===== src/rtl/rv32_mem_arbiter.sv =====
`default_nettype none
// ============================================================================
//  Module      : rv32_mem_arbiter
//  Description : Shares one single-ported synchronous RAM between the rv32
//                core's instruction-fetch (IF) and load/store (LS) ports.
//                LS has priority; a streak counter guarantees IF a slot
//                after STREAK_MAX consecutive LS grants. Read data is
//                steered back to whichever port owns the outstanding read.
//  Revision    : 1.0 - initial release
// ============================================================================
module rv32_mem_arbiter #(
    parameter int ADDR_W     = 32,
    parameter int DATA_W     = 32,
    parameter int STREAK_MAX = 4
) (
    input  logic                clk,
    input  logic                reset,
    // instruction-fetch port
    input  logic                if_req,
    input  logic [ADDR_W-1:0]   if_addr,
    output logic                if_gnt,
    output logic                if_rvalid,
    output logic [DATA_W-1:0]   if_rdata,
    // load/store port
    input  logic                ls_req,
    input  logic                ls_we,
    input  logic [DATA_W/8-1:0] ls_be,
    input  logic [ADDR_W-1:0]   ls_addr,
    input  logic [DATA_W-1:0]   ls_wdata,
    output logic                ls_gnt,
    output logic                ls_rvalid,
    output logic [DATA_W-1:0]   ls_rdata,
    // memory side
    output logic                mem_en,
    output logic                mem_we,
    output logic [DATA_W/8-1:0] mem_be,
    output logic [ADDR_W-1:0]   mem_addr,
    output logic [DATA_W-1:0]   mem_wdata,
    input  logic [DATA_W-1:0]   mem_rdata
);

    localparam int c_streak_w = $clog2(STREAK_MAX + 1);
    localparam logic [c_streak_w-1:0] c_streak_max = c_streak_w'(STREAK_MAX);

    typedef enum logic [1:0] {
        RSP_NONE = 2'd0,
        RSP_IF   = 2'd1,
        RSP_LS   = 2'd2
    } rsp_t;

    rsp_t                  r_rsp;
    rsp_t                  w_rsp_next;
    logic [c_streak_w-1:0] r_streak;
    logic [c_streak_w-1:0] w_streak_next;
    logic                  w_if_wins;

    // IF overrides LS priority once LS has had its full streak while IF waited
    assign w_if_wins = if_req && (r_streak == c_streak_max);

    // Grant selection and memory-side mux; everything idles to zero
    always_comb begin
        if_gnt    = 1'b0;
        ls_gnt    = 1'b0;
        mem_we    = 1'b0;
        mem_be    = '0;
        mem_addr  = '0;
        mem_wdata = '0;
        if (!reset) begin
            if (ls_req && !w_if_wins) begin
                ls_gnt = 1'b1;
            end else if (if_req) begin
                if_gnt = 1'b1;
            end
        end
        if (if_gnt) begin
            mem_addr = if_addr;
        end else if (ls_gnt) begin
            mem_we    = ls_we;
            mem_be    = ls_be;
            mem_addr  = ls_addr;
            mem_wdata = ls_wdata;
        end
        mem_en = if_gnt | ls_gnt;
    end

    // Next response owner and next streak count
    always_comb begin
        w_rsp_next    = RSP_NONE;
        w_streak_next = r_streak;
        if (if_gnt) begin
            w_rsp_next = RSP_IF;
        end else if (ls_gnt && !ls_we) begin
            w_rsp_next = RSP_LS;
        end
        if (!if_req || if_gnt) begin
            w_streak_next = '0;
        end else if (ls_gnt && (r_streak != c_streak_max)) begin
            w_streak_next = r_streak + 1'b1;
        end
    end

    // Response tracker and streak registers
    always_ff @(posedge clk) begin
        if (reset) begin
            r_rsp    <= RSP_NONE;
            r_streak <= '0;
        end else begin
            r_rsp    <= w_rsp_next;
            r_streak <= w_streak_next;
        end
    end

    // Read-data steering; gated by reset so a read granted just before reset
    // never surfaces as a response
    always_comb begin
        if_rvalid = !reset && (r_rsp == RSP_IF);
        ls_rvalid = !reset && (r_rsp == RSP_LS);
        if_rdata  = if_rvalid ? mem_rdata : '0;
        ls_rdata  = ls_rvalid ? mem_rdata : '0;
    end

`ifndef SYNTHESIS
    a_one_grant: assert property (@(posedge clk) !(if_gnt && ls_gnt));

    a_if_hold: assert property (@(posedge clk) disable iff (reset)
        (if_req && !if_gnt) ##1 if_req |-> $stable(if_addr));

    a_ls_hold: assert property (@(posedge clk) disable iff (reset)
        (ls_req && !ls_gnt) ##1 ls_req |-> $stable({ls_we, ls_be, ls_addr, ls_wdata}));
`endif

endmodule
`default_nettype wire


===== config.mk =====
export PLATFORM = sky130hd
export DESIGN_NAME = rv32_mem_arbiter
export DESIGN_NICKNAME = d
export VERILOG_FILES = /design/src/rtl/rv32_mem_arbiter.sv
export SDC_FILE = /design/constraint.sdc
export NUM_CORES = 1
export LEC_CHECK = 0
export BUFFER_PORTS_ARGS = -buffer_cell sky130_fd_sc_hd__buf_2
export CAP_MARGIN = 20
export CORE_AREA = 3 3 107 109
export DETAILED_ROUTE_END_ITERATION = 10
export DIE_AREA = 0 0 110 112
export GPL_ROUTABILITY_DRIVEN = 0
export PLACE_DENSITY = 0.52
export SETUP_SLACK_MARGIN = 0.4
export SYNTH_ARGS = -nofsm -noshare
export SYNTH_HDL_FRONTEND = slang
export SYNTH_SLANG_ARGS = --single-unit

===== constraint.sdc =====
create_clock -name clk -period 1.65 [get_ports clk]
set_input_delay 0.0825 -clock clk [delete_from_list [all_inputs] [get_ports clk]]
set_output_delay 0.0825 -clock clk [all_outputs]
set_load 0.005 [all_outputs]

==> out/results.tsv <==
stage	metric	value	unit
status	status	finished with violations	
status	violations	negative setup slack	
power_and_ir_drop	leakage	0.00214	µW
sta	final_max_slew_viol_count	0	
setup_path	arrival	1.63	ns
sta	maxSlewHeadroom	0.838	
sta	hold_violations	0	
yosys	synth_nets	316	
clock_network	clock-sinks	5	
setup_path	cp-start-kind	flip-flop	
min_path	hold_depth	2	
global_routing	grt_start_max_net_pins	34	
global_routing	use_met1	0.115	
layout	syn_to_final_growth	208	%
floorplanning	die_area	0.0123	mm²
clock_network	cts_tree	yes	
global_routing	grt.busiest_layer	met2	
sta	setup_viol	69	
floorplanning	rows	38	
power_and_ir_drop	p_per_area	249	mW/mm²
sta	rsz0062_at_grt	yes	
floorplanning	start_util	0.116	
setup_path	worst-path-buf-inv	4	
clock_network	cts_root_buffer	clkbuf_8	
placement	place_ws	0.115	ns
layout	final_common_cell	buf_2	
route	drt_wl_total	8910	µm
flow_run	maxCapViolations	0	
clock_network	clkSlewWorstSetupHoldPaths	0.03	ns
global_routing	grt.overflow.total	0	
sta	worstMarginPinSlew	0.243	ns
power_and_ir_drop	combinationalPowerShare	0.635	
power_and_ir_drop	p_switching	288	µW
power_and_ir_drop	peakVddDrop	0.000216	V
floorplanning	io_pins	275	
power_and_ir_drop	seq_power_share	0.136	
floorplanning	core_area	0.0107	mm²
global_routing	grt_pass1_vias	2318	
route	routedWlPerCell	14.9	µm
sta	layout_setup_ws	-0.0601	ns
yosys	yosysUniqueCellTypes	17	
yosys	avgSynthCellArea	7.01	µm²
setup_path	cp_slowest_cell	dfxtp_2	
route	drc	0	
sta	fin_skew	0.00228	ns
min_path	hp-class	input pin to flip-flop	
setup_path	max_stage_delay	0.33	ns
route	vias	2418	
placement	port_buffers	274	
setup_path	crit_path_cell_trace	inv_2 > ha_4 > a311oi_4 > buf_6 > buf_12 > a22o_1 > buf_2	
yosys	ys_ff_latch	5	
sta	min_period_over_period	1.04	
layout	drive_above_1_share	0.817	
power_and_ir_drop	power.internal	662	µW
yosys	syn_area	0.00124	mm²
route	avgViaCountPerCell	4.03	
global_routing	use_met3	0.0145	
global_routing	met2_usage	0.221	
route	drt-initial-drc-count	44	
clock_network	numCtsBuffers	3	
yosys	synth.yosys.seq_area_share	0.0807	
layout	multi_input_area	0.00126	mm²
floorplanning	dieHeight	112	µm
yosys	yosysWarnings	0	
setup_path	cp_num_cells	7	
setup_path	worst_ep_required_time	1.57	ns
floorplanning	die_w	110	µm
power_and_ir_drop	switching_share	0.303	
setup_path	crit_family	buffers and inverters	
global_routing	antenna_found_initial	0	
global_routing	grt_pass1_wl	10800	µm
power_and_ir_drop	clkPwrFrac	0.229	
global_routing	grt_usage	0.109	
clock_network	clockBufferDepth	2	
clock_network	cts.htree.levels	1	
setup_path	critPathKind	flip-flop to output pin	
setup_path	cp_max_fo	11	
yosys	syn_inst	177	
layout	nets	600	
sta	fin_tns_setup	-1.93	ns
sta	holdWs	0.0236	ns
setup_path	worstSetupEndpointType	output pin	
sta	min_period	1.71	ns
layout	final_cell_mix	buf_2 (204), buf_6 (73), and2_4 (67)	
route	postRouteAntennaNets	0	
sta	max_freq	0.585	GHz
placement	dp.final_hpwl	6060	µm
power_and_ir_drop	power	950	µW
route	dr.pass1.iters	4	
layout	n_antenna_cell	0	
layout	seq_area	105	µm²
layout	fillers	1092	
clock_network	clk_latency	0.22	ns
setup_path	r2r_cells	6	
-- flip-flops by register name (all words and copies together) (netlist names) --
name	count
r_streak	3
r_rsp	2
-- repair_timing --
action                     4_1_cts  5_1_grt
resized for setup               81       72
hold buffers                     0        0
setup endpoints to repair      138      138
setup buffers                    2        2
pin swaps                        6       60
cloned                           2        9
-- worst paths after layout --
path / start / to / slack (ns)
hold / removal: ls_we / r_rsp[1]$_SDFF_PP0_ / 0.02
setup / recovery: r_streak[0]$_SDFFE_PP0P_ / mem_addr[11] / -0.06
hold reg to reg: r_streak[0]$_SDFFE_PP0P_ / r_streak[0]$_SDFFE_PP0P_ / 0.42
setup reg to reg: r_streak[0]$_SDFFE_PP0P_ / r_rsp[1]$_SDFF_PP0_ / 0.31
-- area by class of cell --
type                       instances  area share
timing repair buffer             295       0.581
sequential                         5      0.0275
multi-input combinational        152       0.330
tap                              140      0.0459
clock buffer                       4      0.0118
inverter                           4     0.00393
-- Yosys cell counts --
cell,instances,share of area
a21boi_2,1,0.0091
a311oi_4,1,0.021
buf_2,7,0.028
and2_1,101,0.51
mux2i_1,1,0.0081
dfxtp_1,5,0.081
nor2b_1,2,0.010
clkbuf_1,8,0.024
a21boi_0,1,0.0061
nor3b_1,2,0.012
a22o_1,32,0.23
nand2_1,2,0.0061
nor2_1,6,0.018
inv_1,4,0.012
ha_1,2,0.020
nand3_1,1,0.0040
clkbuf_2,1,0.0040
-- metal layers --
| layer | part of all wire | routed length, µm |
|---|---|---|
| met2 | 0.55 | 4880 |
| met1 | 0.37 | 3290 |
| met3 | 0.077 | 682 |
| met5 | 0 | 0 |
| met4 | 0.0064 | 57 |
-- kinds of logic (layout without fill, tap and decap cells) --
| family | count (synthesis) | in the layout | share of synthesized area |
|---|---|---|---|
| adder cells (fa/ha/maj) | 2 | 2 | 0.0202 |
| AND/OR/NAND/NOR | 114 | 114 | 0.560 |
| AO/OA/AOI/OAI | 35 | 35 | 0.262 |
| flip-flops | 5 | 5 | 0.0807 |
| buffers and inverters | 20 | 303 | 0.0686 |
| multiplexers | 1 | 1 | 0.00807 |
-- power groups by stage --
stage                     clock network [µW]  logic [µW]  registers, µW
after floorplan                            0         163            128
after global placement                     0         455            129
after detailed placement                   0         461            129
after CTS                                227         529            129
after global routing                     236         656            129
final                                    218         603            129
-- stage by stage --
stage	instances	area, µm²	util
global placement	581	2810	0.263
floorplan	177	1270	-
global route	600	3820	0.357
CTS	589	3270	0.306
detailed placement	581	2810	0.263
finish	600	3820	0.357
Power figures use the tool's default switching activity.
